File: config.mk
export PLATFORM = sky130hd
export DESIGN_NAME = dice_roller
export DESIGN_NICKNAME = d
export VERILOG_FILES = /design/src/rtl/dice_pkg.sv /design/src/rtl/btn_debounce.sv /design/src/rtl/dice_roller.sv
export SDC_FILE = /design/constraint.sdc
export NUM_CORES = 1
export LEC_CHECK = 0
export ABC_AREA = 1
export CORE_MARGIN = 4
export CORE_UTILIZATION = 40
export CTS_CLUSTER_SIZE = 30
export DETAILED_ROUTE_END_ITERATION = 8
export PLACE_DENSITY_LB_ADDON = 0.25
export SYNTH_ARGS = -nofsm -noshare
export SYNTH_HDL_FRONTEND = slang
export SYNTH_SLANG_ARGS = --single-unit
File: constraint.sdc
create_clock -name clkin -period 1.4 [get_ports clkin]
set_input_delay 0.21 -clock clkin [delete_from_list [all_inputs] [get_ports clkin]]
set_output_delay 0.21 -clock clkin [all_outputs]
set_load 0.02 [all_outputs]
File: src/rtl/dice_pkg.sv
// dice_pkg: constants shared by the dice roller slice.
//   FACE_MIN/FACE_MAX : legal die face range.
//   state_t           : roll FSM states.
//   PLAYER_A/PLAYER_B : encoding of the turn output.
//   LFSR_SEED/TAPS    : 8-bit Fibonacci LFSR (taps 8,6,5,4) used when
//                       DICE_LFSR_EN is defined.
package dice_pkg;

  localparam logic [3:0] FACE_MIN = 4'd1;
  localparam logic [3:0] FACE_MAX = 4'd6;

  typedef enum logic [1:0] {
    ST_IDLE = 2'd0,
    ST_HELD = 2'd1,
    ST_FIRE = 2'd2
  } state_t;

  localparam logic PLAYER_A = 1'b0;
  localparam logic PLAYER_B = 1'b1;

  localparam logic [7:0] LFSR_SEED = 8'hA5;
  localparam logic [7:0] LFSR_TAPS = 8'hB8;  // bits 7,5,4,3 = taps 8,6,5,4

  function automatic logic [7:0] lfsr_next(input logic [7:0] s);
    return {s[6:0], ^(s & LFSR_TAPS)};
  endfunction

endpackage

File: src/rtl/btn_debounce.sv
// btn_debounce: 2-flop synchronizer followed by a level debouncer.
//   clk, rst_n : clock, asynchronous active-low reset
//   btn_raw    : raw active-low button, asynchronous to clk
//   btn_db     : debounced level; changes only after DEB_CYCLES
//                consecutive synchronized samples disagree with it.
// Reset leaves the chain in the released (high) state.
module btn_debounce #(
  parameter int unsigned DEB_CYCLES = 16
) (
  input  logic clk,
  input  logic rst_n,
  input  logic btn_raw,
  output logic btn_db
);

  localparam int unsigned CW = (DEB_CYCLES > 1) ? $clog2(DEB_CYCLES) : 1;

  logic [1:0]    sync_q, sync_d;
  logic          db_q, db_d;
  logic [CW-1:0] cnt_q, cnt_d;

  always_comb begin
    sync_d = {sync_q[0], btn_raw};
    db_d   = db_q;
    cnt_d  = '0;
    // cnt counts consecutive disagreeing samples; any agreeing sample clears it.
    if (sync_q[1] != db_q) begin
      if (cnt_q == CW'(DEB_CYCLES - 1)) begin
        db_d = sync_q[1];
      end else begin
        cnt_d = cnt_q + CW'(1);
      end
    end
  end

  always_ff @(posedge clk or negedge rst_n) begin
    if (!rst_n) begin
      sync_q <= '1;
      db_q   <= 1'b1;
      cnt_q  <= '0;
    end else begin
      sync_q <= sync_d;
      db_q   <= db_d;
      cnt_q  <= cnt_d;
    end
  end

  assign btn_db = db_q;

endmodule

File: src/rtl/dice_roller.sv
// dice_roller: two-player electronic die.
//   clkin      : sole clock
//   reset      : asynchronous active-low reset
//   btna, btnb : raw active-low roll buttons (asynchronous)
//   count      : registered face, 0 after reset, else 1..6
//   throwa/b   : active-low one-cycle strobes marking a new roll on count
//   turn       : player whose roll is accepted next (0 = A, 1 = B)
//   busy       : high while a roll is in progress (HELD or FIRE)
// Build option: define DICE_LFSR_EN to derive the face from an 8-bit LFSR
// (lfsr mod 6 + 1) instead of the free-running 1..6 counter.
module dice_roller
  import dice_pkg::*;
#(
  parameter int unsigned DEB_CYCLES = 16
) (
  input  logic       clkin,
  input  logic       reset,
  input  logic       btna,
  input  logic       btnb,
  output logic [3:0] count,
  output logic       throwa,
  output logic       throwb,
  output logic       turn,
  output logic       busy
);

  logic dba, dbb;

  btn_debounce #(.DEB_CYCLES(DEB_CYCLES)) u_deb_a (
    .clk(clkin), .rst_n(reset), .btn_raw(btna), .btn_db(dba)
  );

  btn_debounce #(.DEB_CYCLES(DEB_CYCLES)) u_deb_b (
    .clk(clkin), .rst_n(reset), .btn_raw(btnb), .btn_db(dbb)
  );

  // Face generator: runs every clock regardless of the FSM.
  logic [3:0] face;

`ifdef DICE_LFSR_EN
  logic [7:0] lfsr_q, lfsr_d;

  always_comb begin
    lfsr_d = lfsr_next(lfsr_q);
    face   = 4'(lfsr_q % 8'd6) + FACE_MIN;
  end

  always_ff @(posedge clkin or negedge reset) begin
    if (!reset) lfsr_q <= LFSR_SEED;
    else        lfsr_q <= lfsr_d;
  end
`else
  logic [3:0] face_q, face_d;

  always_comb begin
    face_d = (face_q == FACE_MAX) ? FACE_MIN : face_q + 4'd1;
    face   = face_q;
  end

  always_ff @(posedge clkin or negedge reset) begin
    if (!reset) face_q <= FACE_MIN;
    else        face_q <= face_d;
  end
`endif

  // Roll FSM: only the turn player's debounced button is looked at.
  state_t     state_q, state_d;
  logic       turn_q, turn_d;
  logic [3:0] count_q, count_d;
  logic       throwa_q, throwa_d;
  logic       throwb_q, throwb_d;
  logic       dba_prev_q, dba_prev_d;
  logic       dbb_prev_q, dbb_prev_d;
  logic       sel_db, sel_prev;

  always_comb begin
    dba_prev_d = dba;
    dbb_prev_d = dbb;
    sel_db     = (turn_q == PLAYER_B) ? dbb : dba;
    sel_prev   = (turn_q == PLAYER_B) ? dbb_prev_q : dba_prev_q;

    state_d = state_q;
    turn_d  = turn_q;
    count_d = count_q;

    unique case (state_q)
      ST_IDLE: if (sel_prev && !sel_db) state_d = ST_HELD;
      ST_HELD: begin
        if (!sel_prev && sel_db) begin
          state_d = ST_FIRE;
          count_d = face;  // face of the release-detect cycle
        end
      end
      ST_FIRE: begin
        state_d = ST_IDLE;
        turn_d  = ~turn_q;
      end
      default: state_d = ST_IDLE;
    endcase

    // Strobes are registered alongside count so both appear in FIRE.
    throwa_d = !((state_d == ST_FIRE) && (turn_q == PLAYER_A));
    throwb_d = !((state_d == ST_FIRE) && (turn_q == PLAYER_B));
  end

  always_ff @(posedge clkin or negedge reset) begin
    if (!reset) begin
      state_q    <= ST_IDLE;
      turn_q     <= PLAYER_A;
      count_q    <= '0;
      throwa_q   <= 1'b1;
      throwb_q   <= 1'b1;
      dba_prev_q <= 1'b1;
      dbb_prev_q <= 1'b1;
    end else begin
      state_q    <= state_d;
      turn_q     <= turn_d;
      count_q    <= count_d;
      throwa_q   <= throwa_d;
      throwb_q   <= throwb_d;
      dba_prev_q <= dba_prev_d;
      dbb_prev_q <= dbb_prev_d;
    end
  end

  assign count  = count_q;
  assign throwa = throwa_q;
  assign throwb = throwb_q;
  assign turn   = turn_q;
  assign busy   = (state_q != ST_IDLE);

endmodule

Word level (Yosys, flattened, before mapping)
Index checks and enable logic that the tools add are counted.
{"block": "word_totals", "reg_bits": 29, "input_bits": 4, "word_cells": 49}
{"block": "classes", "n_addsub": 3, "eq_ne": 8, "mux": 10, "n_bitwise": 1, "reduce_logical": 13}
{"cell": "4-bit two-way mux", "n": 5}
{"cell": "4-bit by 1-bit adder with 4-bit output, second input constant", "n": 3}
{"cell": "4-bit == test, second input constant", "n": 2}
{"cell": "2-bit AND reduction", "n": 3}
{"cell": "2-bit == test, second input constant", "n": 2}
{"cell": "4-bit by 3-bit == test with 1-bit output, second input constant", "n": 1}
{"cell": "1-bit logical AND", "n": 4}
{"cell": "1-bit zero test", "n": 4}
{"cell": "2-bit two-way mux", "n": 2}
{"cell": "2-bit one-hot mux with 2 select lines", "n": 1}
{"cell": "2-bit by 1-bit == test with 1-bit output, second input constant", "n": 1}
{"cell": "2-bit zero test", "n": 1}
{"cell": "1-bit two-way mux", "n": 2}
{"cell": "1-bit inequality test", "n": 2}
{"cell": "2-bit nonzero test", "n": 1}
{"cell": "1-bit inverter", "n": 1}

Longest topological paths before layout
Gate-level depths: netlist (run 1).
{"block": "depth", "ltp_word": 8, "mapped_depth": 6, "ltp_nobuf": 6}

Hierarchy
From an unflattened synthesis (run 1), not the netlist that was laid out.
{"block": "unflattened", "hier_cells": 118, "hier_area_um2": 1197.4}
{"module": "dice_roller", "n_inst": 1, "cells_each": 62, "area_each_um2": 639.4}
{"module": "btn_debounce", "n_inst": 2, "cells_each": 28, "area_each_um2": 279.0}

Worst setup path after synthesis (run 1)
Ideal clock, no wire load.
{"block": "synth_path", "path_kind": "reg2reg", "from": "register turn_q (netlist: turn)", "to": "register count_q[0] (netlist: count[0])", "arrival_time_ns": 0.940, "required_time_ns": 1.283, "setup_slack_ns": 0.343, "path_stages_with_launch": 7, "n_path_buf": 0, "path_cell_list": "dfrtp_1 inv_2 nand2_2 nand2_4 nand3_4 nand2_1 nand2_1"}
{"block": "synth_via", "elab_chain_cells": 4, "elab_cells_between_ends": 5, "classes_between": "mux: 2; reduce/logical: 3"}
{"item": "from (decl)", "line_no": "dice_roller.sv:68", "rtl": "logic turn_q, turn_d;"}
{"item": "from (signal assigned)", "line_no": "dice_roller.sv:117", "rtl": "turn_q <= turn_d;"}
{"item": "1-bit two-way mux", "line_no": "dice_roller.sv:80", "rtl": "sel_prev = (turn_q == PLAYER_B) ? dbb_prev_q : dba_prev_q;"}
{"item": "1-bit zero test", "line_no": "dice_roller.sv:89", "rtl": "if (!sel_prev && sel_db) begin"}
{"item": "1-bit logical AND (*)", "line_no": "dice_roller.sv:89"}
{"item": "2-bit AND reduction (no line) (*)"}
{"item": "to (signal assigned)", "line_no": "dice_roller.sv:118", "rtl": "count_q <= count_d;"}
{"item": "to (decl)", "line_no": "dice_roller.sv:69", "rtl": "logic [3:0] count_q, count_d;"}
Mark *: on every way between the ends. The rest lies on a longest branch, timed or not.
A chain may end at the register's enable or synchronous reset.

Final worst setup path (run 1)
{"block": "layout_path", "from": "register throwb_q (netlist: throwb)", "to": "output throwb"}
{"item": "from (decl)", "line_no": "dice_roller.sv:71", "rtl": "logic throwb_q, throwb_d;"}
{"item": "from (signal assigned)", "line_no": "dice_roller.sv:120", "rtl": "throwb_q <= throwb_d;"}
{"item": "to (decl)", "line_no": "dice_roller.sv:22", "rtl": "output logic throwb,"}
No word-level cell between the ends.

==> results of run 1 <==
[final timing paths]
path,depth (start not counted),slack [ns],from,end
worst max-delay path,1,0.07,throwb$_DFF_PN1_,throwb
worst min-delay path,2,0.24,reset,count[0]$_DFFE_PN0P_
worst max register to register,5,0.28,u_deb_b.btn_db$_DFFE_PN1P_,count[1]$_DFFE_PN0P_
worst min register to register,0,0.36,u_deb_a.sync_q[0]$_DFF_PN1_,u_deb_a.sync_q[1]$_DFF_PN1_
max in group asynchronous,2,0.93,reset,u_deb_a.sync_q[0]$_DFF_PN1_
min in group clkin,1,0.30,btnb,u_deb_b.sync_q[0]$_DFF_PN1_
[Yosys cell counts (all sizes together)]
cell type	number
nand3	6
nor2	9
nand4	4
dfrtp	18
ha	2
xnor2	4
nand2b	2
nand2	26
a21boi	1
a21oi	1
o21ai	4
xor2	4
inv	14
dfstp	11
[registers in the layout, indices dropped and copies added (netlist names), 2 cells and up]
| name | cells |
|---|---|
| u_deb_b.sync_q | 2 |
| u_deb_b.cnt_q | 4 |
| u_deb_a.cnt_q | 4 |
| u_deb_a.sync_q | 2 |
| count | 4 |
| face | 4 |
| state_q | 2 |
[layer usage]
metal	vias up	wire length (um)	global-route usage
met3	4	107	0.0620
met1	331	740	0.123
met4	0	27	0.0636
li1	374	-	-
met2	13	838	0.183
met5	-	0	0
[power groups by stage]
stage	sequential, mW	combinational, mW	clock, mW
floorplan	0.889	0.0339	0
global placement	0.891	0.0704	0
detailed placement	0.893	0.0728	0
CTS	0.878	0.0725	0.511
global route	0.881	0.0812	0.554
finish	0.877	0.0698	0.488
[worst reg2reg max path, delay by kind of cell, from the launching register on]
family / cells / cell delay, ns
AND/OR/NAND/NOR: 5 / 0.45
flip-flops: 1 / 0.56
[cell families after synthesis]
kind of cell	Yosys count	synth area share
and+or+nand+nor	47	0.212
DFF	29	0.633
buffers and inverters	14	0.0450
xor gates and xnor gates	8	0.0600
AOI/OAI and AO/OA	6	0.0279
adders and majority gates	2	0.0214
[per-stage QoR]
| step | area [um^2] | hold WS [ns] |
|---|---|---|
| 6_report | 1400 | 0.241 |
| 5_1_grt | 1400 | 0.231 |
| 4_1_cts | 1400 | 0.233 |
| 3_5_place_dp | 1350 | 0.350 |
| 3_3_place_gp | 1350 | 0.346 |
| 2_1_floorplan | 1170 | -0.0856 |
[what timing repair did]
action                                  CTS  global route
cloned                                    0             0
endpoints found under the setup margin    8             3
gates resized for setup                   8             3
[cell type report]
type | count | area [um^2] | share of cell area
Sequential cell | 29 | 739 | 0.528
Timing Repair Buffer | 14 | 139 | 0.0992
Multi-Input combinational cell | 63 | 375 | 0.268
Inverter | 14 | 52.6 | 0.0375
Tap cell | 31 | 38.8 | 0.0277
Clock buffer | 7 | 55.1 | 0.0393
==> metrics list, run 1 <==
- Yosys printed 0 warnings.
* Final cell count without fillers: 158
- The worst path needs 1.33 ns of the cycle, external delays included.
* Library cell used as clock root buffer: sky130_fd_sc_hd__clkbuf_4
* Cell area after technology mapping: 1170 um^2
- Net switching power: 302 uW
- The final layout contains 133 nets.
- Measured against its own limit, the worst slew margin works out to 0.830.
* Pins Over Slew Limit: 0
* Cell variety after synth: 19
- Pin count of the biggest net entering global routing: 30
* Commonest cells after routing, fill and taps aside: sky130_fd_sc_hd__nand2_1 (22), sky130_fd_sc_hd__dfrtp_1 (18), sky130_fd_sc_hd__inv_1 (11), sky130_fd_sc_hd__dfstp_2 (11), sky130_fd_sc_hd__nor2_1 (8)
* Ports placed on the boundary: 12
- Before CTS, the worst setup slack after placement is 0.105 ns.
- At the end of routability-driven placement, the weighted congestion stood at 0.686.
- # diodes: 0
- Critical path, cell by cell: clkdlybuf4s15_1
- The number of nets handed over by synthesis was 112.
* Required time reported for the critical path endpoint: 1.19 ns
* Clock-pin slew of the registers on the worst-case setup and hold paths: 0.08 ns
* Worst IR Drop VDD: 0.000696 V
* Worst path bufs/invs: 1
* Vias in the first global route: 705
- H-tree levels: 2
* Combined global-route utilization of all metal layers: 0.116
* Area of the placeable core: 2780 um^2
- Buffers added to address setup during post-CTS repair amount to 0.
* Detailed-route DRC error count: 0
* Sequential element share of the synthesized area: 0.633
- Using the TritonRoute via totals, the vias-per-cell ratio works out to 4.57.
- Number of maximum-capacitance violations: 0
- After floorplanning, the core was divided into 19 placement rows.
- Dividing the synthesized area by the synthesized cell count gives 11.0 um^2.
- Share of the clock period used by the worst path: 0.950
- The critical path is of the register to output port type.
* Clock tree buffer depth: 2
- Total Power Consumption: 1.43 mW
* DRT antenna net count: 0
* First DRT Iteration DRCs: 32
* DIE WIDTH: 62.0 um
- Startpoint kind of the worst setup timing path: register
- The share of total power dissipated in the clock network is 0.340.
- Min-Delay Path Class: primary input to asynchronous set/reset pin
- Utilization after layout: 0.503
- TritonCTS built the clock tree.
- The share of synthesized area in the top cell type comes to 0.386.
* Leakage power total: 0.672 nW
- # hold bufs at CTS: 0
- Die Y-Extent: 62.0 um
* Count of endpoints failing setup in the final report: 0
- Count of input and output buffers: 11
- Yosys attributes the largest share of cell area to sky130_fd_sc_hd__dfrtp_1 (39%), sky130_fd_sc_hd__dfstp_2 (25%), sky130_fd_sc_hd__nand2_1 (7.1%).
- After detailed placement, the design holds a cell count of 151.
- PwrDens: 1020 nW/um^2
- Die area: 3850 um^2
- For the worst-skew pair, the clock arrives at the later sink with an insertion delay of 0.31 ns.
* P&R area growth vs syn: 19.9%
* Number of buffers inserted during clock tree synthesis: 5
- Total number of vias: 722
* Achievable clock frequency: 752 MHz
* Number of standard cells after synthesis: 106
* HPWL after DPL: 1.30 mm
- At the pin with the least slew margin, the transition time is 0.253 ns.
- Initial antenna violation count: 0
- Per-cell routed wire length: 10.8 um
- After synthesis the netlist holds a flip-flop and latch count of 29.
- CP endpoint kind: output port
* Initial Util: 0.420
* Run status: finished, final reports clean
* Data arrival at the endpoint of the critical path: 1.12 ns
- Across all setup checks in the final design, the least slack found is 0.0703 ns.
- Leading area contributor after synthesis: sky130_fd_sc_hd__dfrtp_1
* Slowest cell delay on critical path: 0.52 ns
* Iteration count of the initial detailed-routing pass: 4
- The first global-routing pass estimated 3.01 mm of wire.
- Cell family contributing the most delay on the critical path: flip-flops
- Final count of hold timing violations: 0
- Along the worst path, the maximum fanout reaches 1.
- Fraction of final layout cells with drive strength greater than 1: 0.228
- Of the total power, registers draw 0.611.
- Total length of routed wires: 1.71 mm
- Combinational cell fraction of total power: 0.049
- Of the total power, the share spent switching nets is 0.210.
* Gr ovfl total: 0
- CTS saw 29 sinks.
* Power Internal: 1.13 mW
- The filler cells instantiated in the layout total 250.
- Final sum of negative setup slack: 0 ns
- Final clock skew: 0.00201 ns
* Unrepaired setup endpoints after global routing: false
- Most common library cell in the layout ignoring fill and taps: sky130_fd_sc_hd__nand2_1
- The largest individual stage delay along the critical path comes from the cell sky130_fd_sc_hd__dfstp_2.
Power figures use the tool's default switching activity.
==> run 2: changes to the inputs <==
--- a/config.mk
+++ b/config.mk
@@ -10,7 +10,6 @@
 export CORE_UTILIZATION = 40
 export CTS_CLUSTER_SIZE = 30
 export DETAILED_ROUTE_END_ITERATION = 8
-export PLACE_DENSITY_LB_ADDON = 0.25
 export SYNTH_ARGS = -nofsm -noshare
 export SYNTH_HDL_FRONTEND = slang
 export SYNTH_SLANG_ARGS = --single-unit
==> metrics list, run 2 (synthesis gave the netlist of run 1 again) <==
* Worst path bufs/invs: 1 (unchanged)
* Fraction of final layout cells with drive strength greater than 1: 0.258 (+0.0295)
* Net total in the final layout: 133 (unchanged)
* Worst IR Drop VDD: 0.000761 V (+9.3%)
- Traced cell by cell, the critical path runs through clkdlybuf4s15_1.
- HPWL after DPL: 1.24 mm (-4.5%)
- Final sum of negative setup slack: 0 ns (unchanged)
- The clock latency at the later pin of the worst-skew pair was 0.32 ns (about the same).
- The root buffer cell chosen for the clock tree is sky130_fd_sc_hd__clkbuf_4.
- Vias in the first global route: 721 (+2.3%)
- H-tree levels: 2 (unchanged)
* P&R area growth vs syn: 20.5%
- Unrepaired setup endpoints after global routing: false
- The final critical-path share of the clock period was 0.952 (+0.00259).
* Relative slew margins: 0.840 (+0.0101)
* Startpoint kind of the worst setup timing path: register
* Number of placed instances with taps included: 151 (unchanged)
- Initial antenna violation count: 0 (unchanged)
- Required time reported for the critical path endpoint: 1.19 ns (about the same)
* Final cell count without fillers: 159 (+0.63%)
- The stage delay of the slowest cell on the critical path came to 0.52 ns (about the same).
* # diodes: 0 (unchanged)
- The number of standard-cell rows in the floorplan was 19 (unchanged).
- Clock tree buffer depth: 2 (unchanged)
- The total global routing overflow is 0 (unchanged).
- Count of endpoints failing setup in the final report: 0 (unchanged)
* First DRT Iteration DRCs: 7 (-78%)
- Per-cell via count in the routed design: 4.60 (+0.61%)
- The die span in y came to 62.0 um (unchanged).
- Min Clock Period, post-route: 1.33 ns (+0.00363 ns)
* TritonCTS clock tree: done
* Die area: 3850 um^2 (unchanged)
- PwrDens: 1070 nW/um^2 (+4.8%)
* Final clock skew: 0.00883 ns (+0.00682 ns)
- The max capacitance violation total was 0 (unchanged).
- Critical register-to-register path startpoint: u_deb_b.btn_db$_DFFE_PN1P_
* Commonest cells after routing, fill and taps aside: sky130_fd_sc_hd__nand2_1 (22), sky130_fd_sc_hd__dfrtp_1 (18), sky130_fd_sc_hd__inv_1 (11), sky130_fd_sc_hd__dfstp_2 (11), sky130_fd_sc_hd__nor2_1 (8)
- The achievable clock frequency came to 750 MHz (-0.27%).
* DRT antenna net count: 0 (unchanged)
- The clock slew at the register clock pins of the worst setup and hold paths was 0.09 ns (about the same).
* Ports placed on the boundary: 12 (unchanged)
- The arrival time of data at the critical path endpoint is 1.12 ns (about the same).
- The core area came to 2780 um^2 (unchanged).
- The worst register-to-register path ends at count[2]$_DFFE_PN0P_.
- Routability cong.: 0.722 (+5.3%)
- On the critical path, the stage with the largest delay is an instance of sky130_fd_sc_hd__dfstp_2.
- Pins Over Slew Limit: 0 (unchanged)
* Cell family contributing the most delay on the critical path: flip-flops
- Reg2Reg Depth: 5 (unchanged)
- The combined global-route utilization of all metal layers is 0.116 (+0.000631).
- The total number of vias was 731 (+1.2%).
- The effective utilization at floorplan came to 0.420 (unchanged).
- The largest net degree at the start of global routing came to 30 (unchanged).
- Min-Delay Path Class: primary input to asynchronous set/reset pin
* Total length of routed wires: 1.67 mm (-2.3%)
* Count of input and output buffers: 11 (unchanged)
- Most common library cell in the layout ignoring fill and taps: sky130_fd_sc_hd__nand2_1
- The die boundary width was 62.0 um (unchanged).
- Critical path type: register to output port
- Leakage power total: 0.677 nW (+0.81%)
* Iteration count of the initial detailed-routing pass: 4 (unchanged)
- The number of remaining DRC errors came to 0 (unchanged).
- Wire length of the first global-routing pass: 3.02 mm (+0.23%)
- The slew at the pin closest to its max-slew limit came to 0.238 ns (-0.0151 ns).
* CP Max Fanout: 1 (unchanged)
- Clk sinks: 29 (unchanged)
* Run status: finished, final reports clean
- Per-cell routed wire length: 10.5 um (-2.9%)
- Number of buffers inserted during clock tree synthesis: 5 (unchanged)
* Worst setup slack for register-to-register paths: 0.30 ns (+0.02 ns)
- Final count of hold timing violations: 0 (unchanged)
* CP endpoint kind: output port
run 2: changes by cell type in the layout (fill, tap and decap cells not counted), sizes merged:
cell           delta
clkbuf            +2
clkdlybuf4s15     -1
clkinv            +1
dlygate4sd2       -1
run 2: how the worst max path moves through the flow:
stage / cells after the start / startpoint / to
floorplan: 6 / turn$_DFFE_PN0N_ / count[0]$_DFFE_PN0P_
global placement: 1 / throwa$_DFF_PN1_ / throwa
detailed placement: 1 / throwa$_DFF_PN1_ / throwa
CTS: 1 / throwa$_DFF_PN1_ / throwa
global route: 1 / throwa$_DFF_PN1_ / throwa
finish: 1 / throwa$_DFF_PN1_ / throwa
run 2: cell type report:
type	count	area (um^2)
Fill cell	261	1380
Sequential cell	29	739
Multi-Input combinational cell	63	375
Timing Repair Buffer	14	130
Clock buffer	7	65.1
Inverter	14	52.6
Tap cell	31	38.8
Clock inverter	1	5.00
run 2: metrics by stage:
step | total power [mW] | cell area (um^2) | utilization | hold WS [ns] | setup slack (ns)
2_1_floorplan | 0.923 | 1170 | - | -0.0856 | 0.343
3_3_place_gp | 0.961 | 1350 | 0.486 | 0.347 | 0.109
3_5_place_dp | 0.965 | 1350 | 0.486 | 0.347 | 0.0968
4_1_cts | 1.54 | 1410 | 0.507 | 0.218 | 0.00679
5_1_grt | 1.61 | 1410 | 0.506 | 0.210 | 0.00913
6_report | 1.51 | 1410 | 0.506 | 0.233 | 0.0667
run 2: repair_timing:
item	4_1_cts	5_1_grt
endpoints found under the setup margin	8	4
cloned	0	0
resized for setup	8	6
hold buffers	0	0
buffers inserted	0	0
run 2: power breakdown:
group	total (mW)	switching (mW)	internal (mW)	leakage, nW
logic	0.0699	0.0374	0.0324	0.275
registers	0.877	0.0134	0.864	0.361
clock network	0.564	0.273	0.291	0.0413
total	1.51	0.324	1.19	0.677
run 2: routing by layer:
layer	vias to the layer above	global-route usage	wire (um)
li1	370	-	-
met1	343	0.133	773
met2	14	0.170	770
met3	4	0.0620	94
met4	0	0.0727	36
met5	-	0	0
==> run 3: changes to the inputs <==
--- a/config.mk
+++ b/config.mk
@@ -8,7 +8,7 @@
 export ABC_AREA = 1
 export CORE_MARGIN = 4
 export CORE_UTILIZATION = 40
-export CTS_CLUSTER_SIZE = 30
+export CTS_CLUSTER_SIZE = 25
 export DETAILED_ROUTE_END_ITERATION = 8
 export SYNTH_ARGS = -nofsm -noshare
 export SYNTH_HDL_FRONTEND = slang
==> results of run 3 <==
Final layout, timing and power as in run 2 (identical DEF).
